**src/rtl/audio_rms_calculator.sv**
```systemverilog
// Windowed RMS of a signed sample stream: sum of squares over 2^LOG2_WINDOW
// accepted samples, shift-divide, then a bit-serial restoring square root.
module audio_rms_calculator #(
  parameter int SAMPLE_WIDTH = 16,
  parameter int LOG2_WINDOW  = 8
) (
  input  logic                           clk,
  input  logic                           reset,
  input  logic signed [SAMPLE_WIDTH-1:0] sample,
  input  logic                           sample_valid,
  output logic        [SAMPLE_WIDTH-1:0] signal_rms,
  output logic                           signal_rms_valid
);

  localparam int W  = SAMPLE_WIDTH;
  localparam int L  = LOG2_WINDOW;
  localparam int AW = 2 * W + L;
  localparam int IW = $clog2(W);

  generate
    if (L < 5 || L > 12) begin : g_bad_window
      $error("LOG2_WINDOW must be in the range 5..12");
    end
  endgenerate

  typedef enum logic [1:0] {ACCUM, SQRT, OUT} state_t;

  state_t          state_reg;
  logic [AW-1:0]   acc_reg;
  logic [L-1:0]    cnt_reg;
  logic [2*W-1:0]  rad_reg;
  logic [W+1:0]    rem_reg;
  logic [W-1:0]    root_reg;
  logic [IW-1:0]   iter_reg;

  logic signed [2*W-1:0] prod;
  logic [2*W-1:0]        sq;
  logic [AW-1:0]         acc_next;
  logic [W+1:0]          rem_shift;
  logic [W+1:0]          trial;
  logic                  window_end;

  assign prod       = sample * sample;
  assign sq         = prod;
  assign acc_next   = acc_reg + AW'(sq);
  assign window_end = sample_valid && (cnt_reg == '1);

  // Before each step the remainder is below 2^W, so its top bits can be dropped.
  assign rem_shift = {rem_reg[W-1:0], rad_reg[2*W-1 -: 2]};
  assign trial     = {root_reg, 2'b01};

  always_ff @(posedge clk or negedge reset) begin
    if (!reset) begin
      state_reg        <= ACCUM;
      acc_reg          <= '0;
      cnt_reg          <= '0;
      rad_reg          <= '0;
      rem_reg          <= '0;
      root_reg         <= '0;
      iter_reg         <= '0;
      signal_rms       <= '0;
      signal_rms_valid <= 1'b0;
    end else begin
      signal_rms_valid <= 1'b0;

      // Accumulation runs independently of the root FSM so no sample is lost.
      if (sample_valid) begin
        cnt_reg <= cnt_reg + 1'b1;
        acc_reg <= window_end ? '0 : acc_next;
      end

      case (state_reg)
        ACCUM: begin
          if (window_end) begin
            rad_reg   <= acc_next[AW-1:L];
            rem_reg   <= '0;
            root_reg  <= '0;
            iter_reg  <= IW'(W - 1);
            state_reg <= SQRT;
          end
        end
        SQRT: begin
          rad_reg <= rad_reg << 2;
          if (rem_shift >= trial) begin
            rem_reg  <= rem_shift - trial;
            root_reg <= {root_reg[W-2:0], 1'b1};
          end else begin
            rem_reg  <= rem_shift;
            root_reg <= {root_reg[W-2:0], 1'b0};
          end
          if (iter_reg == '0) state_reg <= OUT;
          else                iter_reg  <= iter_reg - 1'b1;
        end
        OUT: begin
          signal_rms       <= root_reg;
          signal_rms_valid <= 1'b1;
          state_reg        <= ACCUM;
        end
        default: state_reg <= ACCUM;
      endcase
    end
  end

  // A window of at least 32 samples always outlasts the root computation.
  always @(posedge clk) begin
    if (reset && window_end) begin
      a_window_end_in_accum: assert (state_reg == ACCUM);
    end
  end

endmodule

```
**config.mk**
```make
export PLATFORM = sky130hd
export DESIGN_NAME = audio_rms_calculator
export DESIGN_NICKNAME = d
export VERILOG_FILES = /design/src/rtl/audio_rms_calculator.sv
export SDC_FILE = /design/constraint.sdc
export NUM_CORES = 1
export LEC_CHECK = 0
export BUFFER_PORTS_ARGS = -buffer_cell sky130_fd_sc_hd__clkbuf_2
export CORE_MARGIN = 2
export CORE_UTILIZATION = 40
export CTS_BUF_LIST = sky130_fd_sc_hd__clkbuf_4 sky130_fd_sc_hd__clkbuf_8
export CTS_CLUSTER_SIZE = 12
export DETAILED_ROUTE_END_ITERATION = 6
export SYNTH_ARGS = -nofsm -noshare
export SYNTH_HDL_FRONTEND = slang
export SYNTH_SLANG_ARGS = --single-unit
export TNS_END_PERCENT = 1
```
**constraint.sdc**
```tcl
create_clock -name clk -period 4.3 [get_ports clk]
set_clock_uncertainty 0.05 [all_clocks]
set_input_delay 0.645 -clock clk [delete_from_list [all_inputs] [get_ports clk]]
set_output_delay 0.645 -clock clk [all_outputs]
set_load 0.03 [all_outputs]
```
# Word level (Yosys, flattened, before mapping)
# Cells that the tools add are included.
# totals
reg_bits,135
input_bits,19
word_cells,44
# op_classes
add_sub_neg,4
n_mul,1
n_lt_le_gt_ge,1
eq_ne,6
n_mux,16
n_reduce_logical,7
# ops
cell,count
$pmux 16 s2,2
$pmux 32 s2,1
$mux 16,3
$add 40x32->40,1
$mux 40,1
$mul 16x16->32,1
$mux 32,1
$ge 18x18->1,1
$sub 16x16->16,1
$add 8x1->8 const B,1
$eq 8x8->1 const B,1
$mux 4,2
$pmux 4 s2,1
$ne 2x2->1 const B,3
$logic_not 4->1,1
$mux 2,2
$pmux 2 s2,1
$reduce_and 2->1,2
$sub 4x1->4 const B,1
$reduce_and 3->1,1
$eq 2x1->1 const B,1
$eq 2x2->1 const B,1
$logic_not 2->1,1
$mux 1,2
other kinds (2),2

# Logic depth before layout (Yosys ltp)
# Gate-level depths: netlist (run 1).
# logic_depth
word_depth,4
ltp_mapped,35

# Worst setup path after synthesis (run 1)
# OpenSTA, ideal clock, no wires.
# synth_timing
kind,input-to-reg
from,in sample[15]
to,reg acc_reg[35]
setup_ns,0.069
arrival_time_ns,8.138
setup_slack_ns,-3.957
stages,33
n_path_buf,3
path_cell_list,clkbuf_1 inv_1 buf_1 nor2_1 fa_1 inv_1 fa_1 inv_1 fa_1 fa_1 fa_1 inv_1 fa_1 inv_1 ha_1 a21o_1 a21oi_1 a21boi_0 o21ai_0 a21o_1 o21a_1 nor2_1 xnor2_1 ha_1 a21oi_1 nor2b_1 nor2_1 a31oi_1 a2111oi_4 a21oi_2 buf_6 or4b_1 nand3_1
# synth_between
elab_chain_len,3
# synth_rtl
item,line,text
from (decl),9,"input logic signed [SAMPLE_WIDTH-1:0] sample,"
$mul 16x16->32,43,assign prod = sample * sample;
$add 40x32->40,45,assign acc_next = acc_reg + AW'(sq);
$mux 40,69,acc_reg <= window_end ? '0 : acc_next;
to (signal assigned),69,
to (decl),29,logic [AW-1:0] acc_reg;
# Every way passes these cells.
# A chain may end at the register's enable or synchronous reset.

# Worst setup path in the final report (run 1)
# layout_timing
from,in sample[7]
to,reg rad_reg[20]
# layout_between
elab_chain_len,4
# layout_rtl
item,line,text
$mul 16x16->32,43,
$add 40x32->40,45,
$mux 32,74,if (window_end) begin
$pmux 32 s2,72,case (state_reg)
to (signal assigned),75,rad_reg <= acc_next[AW-1:L];
to (signal assigned),83,rad_reg <= rad_reg << 2;
to (decl),31,logic [2*W-1:0] rad_reg;
# Every way passes these cells. The select of a mux whose other input is x is not followed.

==> impl_metrics.toml, run 1 <==
[placement]
io_buffers = 35
dpl.hpwl_um = 33800
gp_congestion = 0.863

[cts]
tritoncts = "done"
clockBufferDepth = 2
cts-hold-fix-buffers = 0
cts_max_level = 4
root_buffer = "clkbuf_8"
clk_pin_slew_ps = 100
clock_latency_ps = 470
cts_sinks = 135
cts_buffers = 17

[route]
wl_per_cell_um = 14.8
first_pass_iters = 5
routed_wl_um = 41700
final_antenna_net_count = 0
drcViolationCount = 0
avgViaCountPerCell = 4.98
vias = 13987
drt_iter0_drc = 591

[layout]
layout-drive-gt1-share = 0.254
largest_reg_flops = 40
fillers = 3962
regArea_mm2 = 0.00338
syn2layout_area_growth_pct = 26.0
nets = 2611
antenna_cells = 0
multi_input_area_mm2 = 0.0131

[timing]
slew-limit-headroom = 0.296
drv_slew = 0
worst_pin_slew_ps = 1060
hold_viol = 0
setup_viol = 66
fin_tns_setup_ps = -160630
finalCriticalPeriod_ps = 7420
worst_slack_ps = -3120
rsz0062_at_grt = "true"
timing.fmax_mhz = 135
fin_crit_sh = 1.73

[min_path]
min-delay-path-class = "in2async"

[floorplan]
die_area_mm2 = 0.0450
chipWidth_um = 212
start_util = 0.404
io_pins = 36
num_rows = 76
core_mm2 = 0.0429
die_h_um = 212

[job]
drv_cap = 0

[global_routing]
antenna_found_initial = 0
grt_max_degree = 89
track_usage = 0.194
grt_overflow_total = 0
grt_pass1_vias = 14963
grt_first_pass_wirelength_um = 71500

[logic_synthesis]
syn-num-nets = 2303
async_flop_share = 1.00
synth_cells = 1904
ys_types = 69
syn_area_per_cell_um2 = 9.10
synth_area_leaders = "fa_1 28%, dfrtp_1 19%, ha_1 10%"
synth_edf_count = 0
ys_warn_count = 0
synth_top_area_cell = "fa_1"
syn_area_mm2 = 0.0173
netlist.area_leader.share = 0.276
synth_ff_type = "dfrtp_1"
synth_seq_cells = 135
ys_seq_area_frac = 0.195

[critical_path]
required_ps = 4610
path_class = "in2reg"
crit_path_end_kind = "flop"
critPathMaxStageDelay_ps = 600
start_kind = "input pin"
worst_ep_arrival_time_ps = 7730
crit_fanout = 7
cp_slowest_cell = "fa_1"
crit_top_cell = "buf_4"

[status]
violations = "setup timing"
status = "finished with violations"
-- cells in the final DEF, fill, tap and decap left out, drive strengths merged, types with 6 or more instances in the layout --
cell     count
o21ai      103
nand4b       7
o31a        10
a31oi        9
nand3       31
fa         239
clkbuf      44
and2        46
o211ai      11
nand4       14
dfrtp      135
o22ai       19
buf        335
nor3        15
a22oi       16
nand2      183
nand2b      10
nor4         8
inv        384
a211oi      11
xnor2       63
nor2b       11
nor2        80
or3          8
o21a        12
a21o        33
xor2        32
ha         141
and3        17
mux2i       18
a21oi       79
o2bb2ai     32
o21bai       6
-- cell type report --
cell class | instances | area share
clock buffer | 17 | 0.0107
clock inverter | 15 | 0.00819
tap | 585 | 0.0335
inverter | 374 | 0.0646
timing repair buffer | 362 | 0.129
sequential | 135 | 0.155
multi-input combinational | 1322 | 0.599
-- path summary, 6_finish.rpt --
check,slack (ps),cells after the start,end,start
max in group asynchronous,3130,2,acc_reg[9]$_DFFE_PN0P_,reset
min in group clk,430,1,cnt_reg[4]$_DFFE_PN0P_,cnt_reg[4]$_DFFE_PN0P_
worst min register to register,430,1,cnt_reg[4]$_DFFE_PN0P_,cnt_reg[4]$_DFFE_PN0P_
worst max register to register,1340,7,rad_reg[25]$_DFFE_PN0P_,cnt_reg[0]$_DFFE_PN0P_
worst min-delay path,180,1,signal_rms[7]$_DFFE_PN0P_,reset
worst max-delay path,-3120,38,rad_reg[20]$_DFFE_PN0P_,sample[7]
-- through the flow --
stage | util | cells | hold slack [ps] | setup slack, ps | cell area [um2]
floorplan | - | 1904 | 299 | -3180 | 17700
global placement | 0.478 | 2761 | 412 | -3650 | 20500
detailed placement | 0.478 | 2761 | 416 | -3760 | 20500
CTS | 0.501 | 2805 | 210 | -3090 | 21500
global route | 0.509 | 2810 | 247 | -3290 | 21800
finish | 0.509 | 2810 | 176 | -3120 | 21800
-- layer usage --
metal,up-vias,wire [um],GRT usage
met1,6963,19600,0.258
li1,6795,-,-
met5,-,0,0
met4,0,635,0.0510
met2,185,20700,0.342
met3,44,768,0.0154
-- kinds of logic after synthesis --
group,count (synthesis),share of synthesized area
adder cells (fa/ha/maj),380,0.378
AND/OR/NAND/NOR,448,0.124
XOR/XNOR,95,0.0480
multiplexers,20,0.0117
flip-flops,135,0.195
buffers and inverters,448,0.0988
AO/OA/AOI/OAI,378,0.145
-- cell usage after synthesis (5+ instances only) --
library cell	number
inv_1	373
a21oi_1	74
xor2_1	32
nand2_1	182
nand4_1	14
clkbuf_1	60
o21a_1	12
buf_1	6
nor3_1	15
a21o_1	33
nand3b_1	5
dfrtp_1	135
o2bb2ai_1	32
nand2b_1	10
nand4b_1	7
nor2_1	80
and3_1	17
o21bai_1	6
nand3_1	31
or3_1	8
and2_1	45
mux2i_1	18
a22oi_1	16
o22ai_1	19
a211o_1	5
o21ai_0	101
o211ai_1	9
a31oi_1	9
a211oi_1	10
o31a_1	10
nor2b_1	11
ha_1	141
fa_1	239
nor4_1	8
xnor2_1	63
-- worst max-delay path: cells and delay by family --
| kind | cells | cell delay, ps |
|---|---|---|
| compound gates | 7 | 780 |
| fa+ha+maj | 8 | 3520 |
| simple gates | 9 | 1000 |
| xor+xnor | 2 | 260 |
| buf+inv | 12 | 1500 |
-- what timing repair did --
item,CTS,global route
gates cloned,1,0
pin swaps,45,51
setup buffers,11,6
setup endpoints to repair,67,67
gates resized for setup,108,82
Power of run 1 is left out: the tool's default activity adds up to more than one toggle a clock period on the data nets, which glitch-free logic cannot reach.
==> inputs of run 2 (changes only) <==
- clock period: 4.3 -> 8.2 ns (I/O delays scaled with it)
==> run 2 against run 1 <==
Against the previous run:
- the run now ends clean
- global-route usage down 0.76 points
- non-clock buffer count down 59
- clock-buffer cell count unchanged
==> impl_metrics.toml, run 2 (synthesis results as in run 1) <==
[cts]
clock_latency_ps = 470
tritoncts = "done"
clk_pin_slew_ps = 90
cts_buffers = 17
cts_sinks = 135
root_buffer = "clkbuf_8"
clockBufferDepth = 2
cts_max_level = 4

[job]
drv_cap = 0

[timing]
timing.fmax_mhz = 125
setup_viol = 0
worst_pin_slew_ps = 1190
hold_viol = 0
slew-limit-headroom = 0.207
drv_slew = 0
fin_crit_sh = 0.974
finalCriticalPeriod_ps = 7990

[critical_path]
reg2reg_to = "rem_reg[12]$_DFFE_PN0P_"
cp_slowest_cell = "fa_2"
crit_fanout = 6
path_class = "in2reg"
required_ps = 8550
crit_path_end_kind = "flop"
worst_ep_arrival_time_ps = 8340
critPathMaxStageDelay_ps = 560
r2r_start = "root_reg[3]$_DFFE_PN0P_"
r2r_slack_ps = 4980
crit_top_cell = "fa_1"
reg2reg_depth = 9
start_kind = "input pin"

[global_routing]
grt_pass1_vias = 14141
antenna_found_initial = 0
grt_first_pass_wirelength_um = 68500
grt_overflow_total = 0
grt_max_degree = 87
track_usage = 0.187

[route]
drcViolationCount = 0
avgViaCountPerCell = 4.98
final_antenna_net_count = 0
wl_per_cell_um = 14.7
vias = 13687
routed_wl_um = 40300
drt_iter0_drc = 817
first_pass_iters = 5

[layout]
nets = 2552
post-route-util = 0.489
antenna_cells = 0
final_cell_mix = "360 x inv_1, 262 x buf_4, 226 x fa_1"
largest_reg_flops = 40
syn2layout_area_growth_pct = 20.9
layout-drive-gt1-share = 0.216
final_common_cell = "inv_1"

[floorplan]
die_area_mm2 = 0.0450
core_mm2 = 0.0429
start_util = 0.404
io_pins = 36
num_rows = 76
die_h_um = 212
chipWidth_um = 212

[min_path]
holdPathEnd = "cnt_reg[4]$_DFFE_PN0P_"
hold_path.startpoint = "cnt_reg[4]$_DFFE_PN0P_"
min-delay-path-class = "reg2reg"
hold_depth = 1

[status]
status = "completed"

[placement]
dpl.hpwl_um = 32200
gp_congestion = 0.885
io_buffers = 35
run 2: cell types whose count changed in the layout (fill, tap and decap cells not counted), sizes merged:
cell / previous run / this run
clkinvlp: 1 / 2
bufinv: 1 / 0
buf: 335 / 278
clkbuf: 44 / 42
run 2: layout make-up:
class	instances	area, um2
Clock buffer	17	234
Clock inverter	15	135
Fill cell	4028	21900
Inverter	374	1400
Multi-Input combinational cell	1322	12800
Sequential cell	135	3380
Tap cell	585	732
Timing Repair Buffer	303	2290
run 2: worst max-delay path, delay by kind of cell:
family	cells	cell delay, ps
buf+inv	6	630
fa+ha+maj	8	3540
simple gates	8	1860
compound gates	7	1120
run 2: how the worst max path moves through the flow:
stage	from	to	slack, ps	cells past startpoint
floorplan	sample[4]	acc_reg[35]$_DFFE_PN0P_	-60	29
global placement	sample[4]	rad_reg[25]$_DFFE_PN0P_	-500	28
detailed placement	sample[1]	acc_reg[39]$_DFFE_PN0P_	-620	30
CTS	sample[6]	acc_reg[39]$_DFFE_PN0P_	3	31
global route	sample[9]	rad_reg[25]$_DFFE_PN0P_	-30	29
finish	sample[9]	rad_reg[25]$_DFFE_PN0P_	210	29
run 2: routing by layer:
| layer | GRT usage | vias up | part of all wire |
|---|---|---|---|
| met2 | 0.320 | 173 | 0.50 |
| li1 | - | 6683 | - |
| met5 | 0 | - | 0 |
| met3 | 0.0253 | 30 | 0.025 |
| met1 | 0.257 | 6801 | 0.46 |
| met4 | 0.0287 | 0 | 0.010 |
run 2: what timing repair did:
action	CTS	global route
endpoints found under the setup margin	11	39
hold buffers	0	0
gates resized for setup	31	120
buffers inserted	8	15
pin swaps	16	80
cloned	1	0
run 2: through the flow:
step | hold slack, ps | cells | setup TNS, ps | instance area [um2] | setup WS (ps)
global placement | 414 | 2696 | -12890 | 19900 | -500
finish | 426 | 2751 | 0 | 21000 | 212
detailed placement | 418 | 2696 | -15750 | 19900 | -622
global route | 464 | 2751 | -68.4 | 21000 | -26.6
CTS | 433 | 2737 | 0 | 20500 | 2.68
floorplan | 395 | 1904 | -142 | 17500 | -61.9
Power of run 2 is left out for the same reason.
==> inputs of run 3 (changes only) <==
- CTS_BUF_LIST: sky130_fd_sc_hd__clkbuf_4 sky130_fd_sc_hd__clkbuf_8 -> sky130_fd_sc_hd__clkbuf_16
==> run 3 against run 2 <==
Against the previous run:
- register-to-register slack worse by 40 ps
- setup slack worse by 41 ps
- cell count is 0.22% lower
- global-route usage is 0.10 points higher
- largest cell class unchanged
==> impl_metrics.toml, run 3 (synthesis results as in run 1) <==
[status]
status = "completed"

[critical_path]
r2r_slack_ps = 4940
cp_slowest_cell = "fa_2"
required_ps = 8460
critPathMaxStageDelay_ps = 550
worst_ep_arrival_time_ps = 8290
crit_path_end_kind = "flop"
reg2reg_depth = 9
start_kind = "input pin"
path_class = "in2reg"
crit_fanout = 6
crit_top_cell = "fa_1"

[route]
drcViolationCount = 0
wl_met2_um = 20500
first_pass_iters = 5
routed_wl_um = 40600
vias = 13712
top_layer = "met4"
final_antenna_net_count = 0
met3_length_um = 896
wl_per_cell_um = 14.8
drt_iter0_drc = 813
avgViaCountPerCell = 5.00
wl_met1_um = 18800

[timing]
slew-limit-headroom = 0.219
drv_slew = 0
hold_viol = 0
worst_pin_slew_ps = 1170
timing.fmax_mhz = 125
setup_viol = 0
finalCriticalPeriod_ps = 8030
rsz0062_at_grt = "true"
worst_slack_ps = 170
fin_crit_sh = 0.979

[job]
drv_cap = 0

[floorplan]
start_util = 0.404
num_rows = 76
die_h_um = 212
core_mm2 = 0.0429
io_pins = 36
chipWidth_um = 212
die_area_mm2 = 0.0450

[layout]
post-route-util = 0.494
final_cell_mix = "359 x inv_1, 249 x buf_4, 224 x fa_1"
nets = 2546
largest_reg_flops = 40
layout-drive-gt1-share = 0.217
antenna_cells = 0
syn2layout_area_growth_pct = 22.4
final_common_cell = "inv_1"

[global_routing]
grt_max_degree = 87
track_usage = 0.188
grt_first_pass_wirelength_um = 68900
grt_overflow_total = 0
antenna_found_initial = 0
grt_pass1_vias = 14199

[cts]
cts_sinks = 135
cts_max_level = 4
clockBufferDepth = 2
tritoncts = "done"
cts_buffers = 17
root_buffer = "clkbuf_16"
clock_latency_ps = 430
clk_pin_slew_ps = 60

[placement]
gp_congestion = 0.885
dpl.hpwl_um = 32200
place_ws_ps = -622
io_buffers = 35

[min_path]
hold_depth = 1
min-delay-path-class = "reg2reg"
-- run 3: cell count changes in the layout (fill, tap and decap cells not counted), sizes merged --
cell / change
buf: -6
-- run 3: layer usage --
metal	track usage	up-vias
met5	0	-
met4	0.0352	0
met3	0.0201	31
met2	0.325	170
met1	0.256	6839
li1	-	6672
-- run 3: area by class of cell --
cell class                      count  area (um2)
Fill cell                        3991       21700
Multi-Input combinational cell   1322       12800
Sequential cell                   135        3380
Timing Repair Buffer              297        2320
Inverter                          374        1410
Tap cell                          585         732
Clock buffer                       17         425
Clock inverter                     15         135
-- run 3: worst paths after layout --
path                                            to                    start
setup reg to reg           rem_reg[12]$_DFFE_PN0P_  root_reg[3]$_DFFE_PN0P_
hold reg to reg             cnt_reg[4]$_DFFE_PN0P_   cnt_reg[4]$_DFFE_PN0P_
hold / removal              cnt_reg[4]$_DFFE_PN0P_   cnt_reg[4]$_DFFE_PN0P_
setup / recovery           rad_reg[31]$_DFFE_PN0P_                sample[5]
min in group asynchronous   cnt_reg[2]$_DFFE_PN0P_                    reset
max in group asynchronous  acc_reg[39]$_DFFE_PN0P_                    reset
-- run 3: per-stage QoR --
| stage | hold WS, ps | cells | TNS [ps] | area, um2 |
|---|---|---|---|---|
| after floorplan | 395 | 1904 | -142 | 17500 |
| after global placement | 414 | 2696 | -12890 | 19900 |
| after detailed placement | 418 | 2696 | -15750 | 19900 |
| after CTS | 429 | 2737 | -6.51 | 20800 |
| after global routing | 457 | 2745 | -626 | 21200 |
| final | 423 | 2745 | 0 | 21200 |
-- run 3: timing repair --
action	CTS	global route
setup buffers	8	9
resized for setup	55	115
pin swaps	28	90
gates cloned	1	0
endpoints found under the setup margin	16	40
hold buffers	0	0
-- run 3: worst max-delay path, delay by kind of cell --
| kind | cells | cell delay [ps] |
|---|---|---|
| adder cells (fa/ha/maj) | 8 | 3490 |
| AND/OR/NAND/NOR | 7 | 1560 |
| AO/OA/AOI/OAI | 8 | 1340 |
| buffers and inverters | 7 | 660 |
Power of run 3 is left out for the same reason.
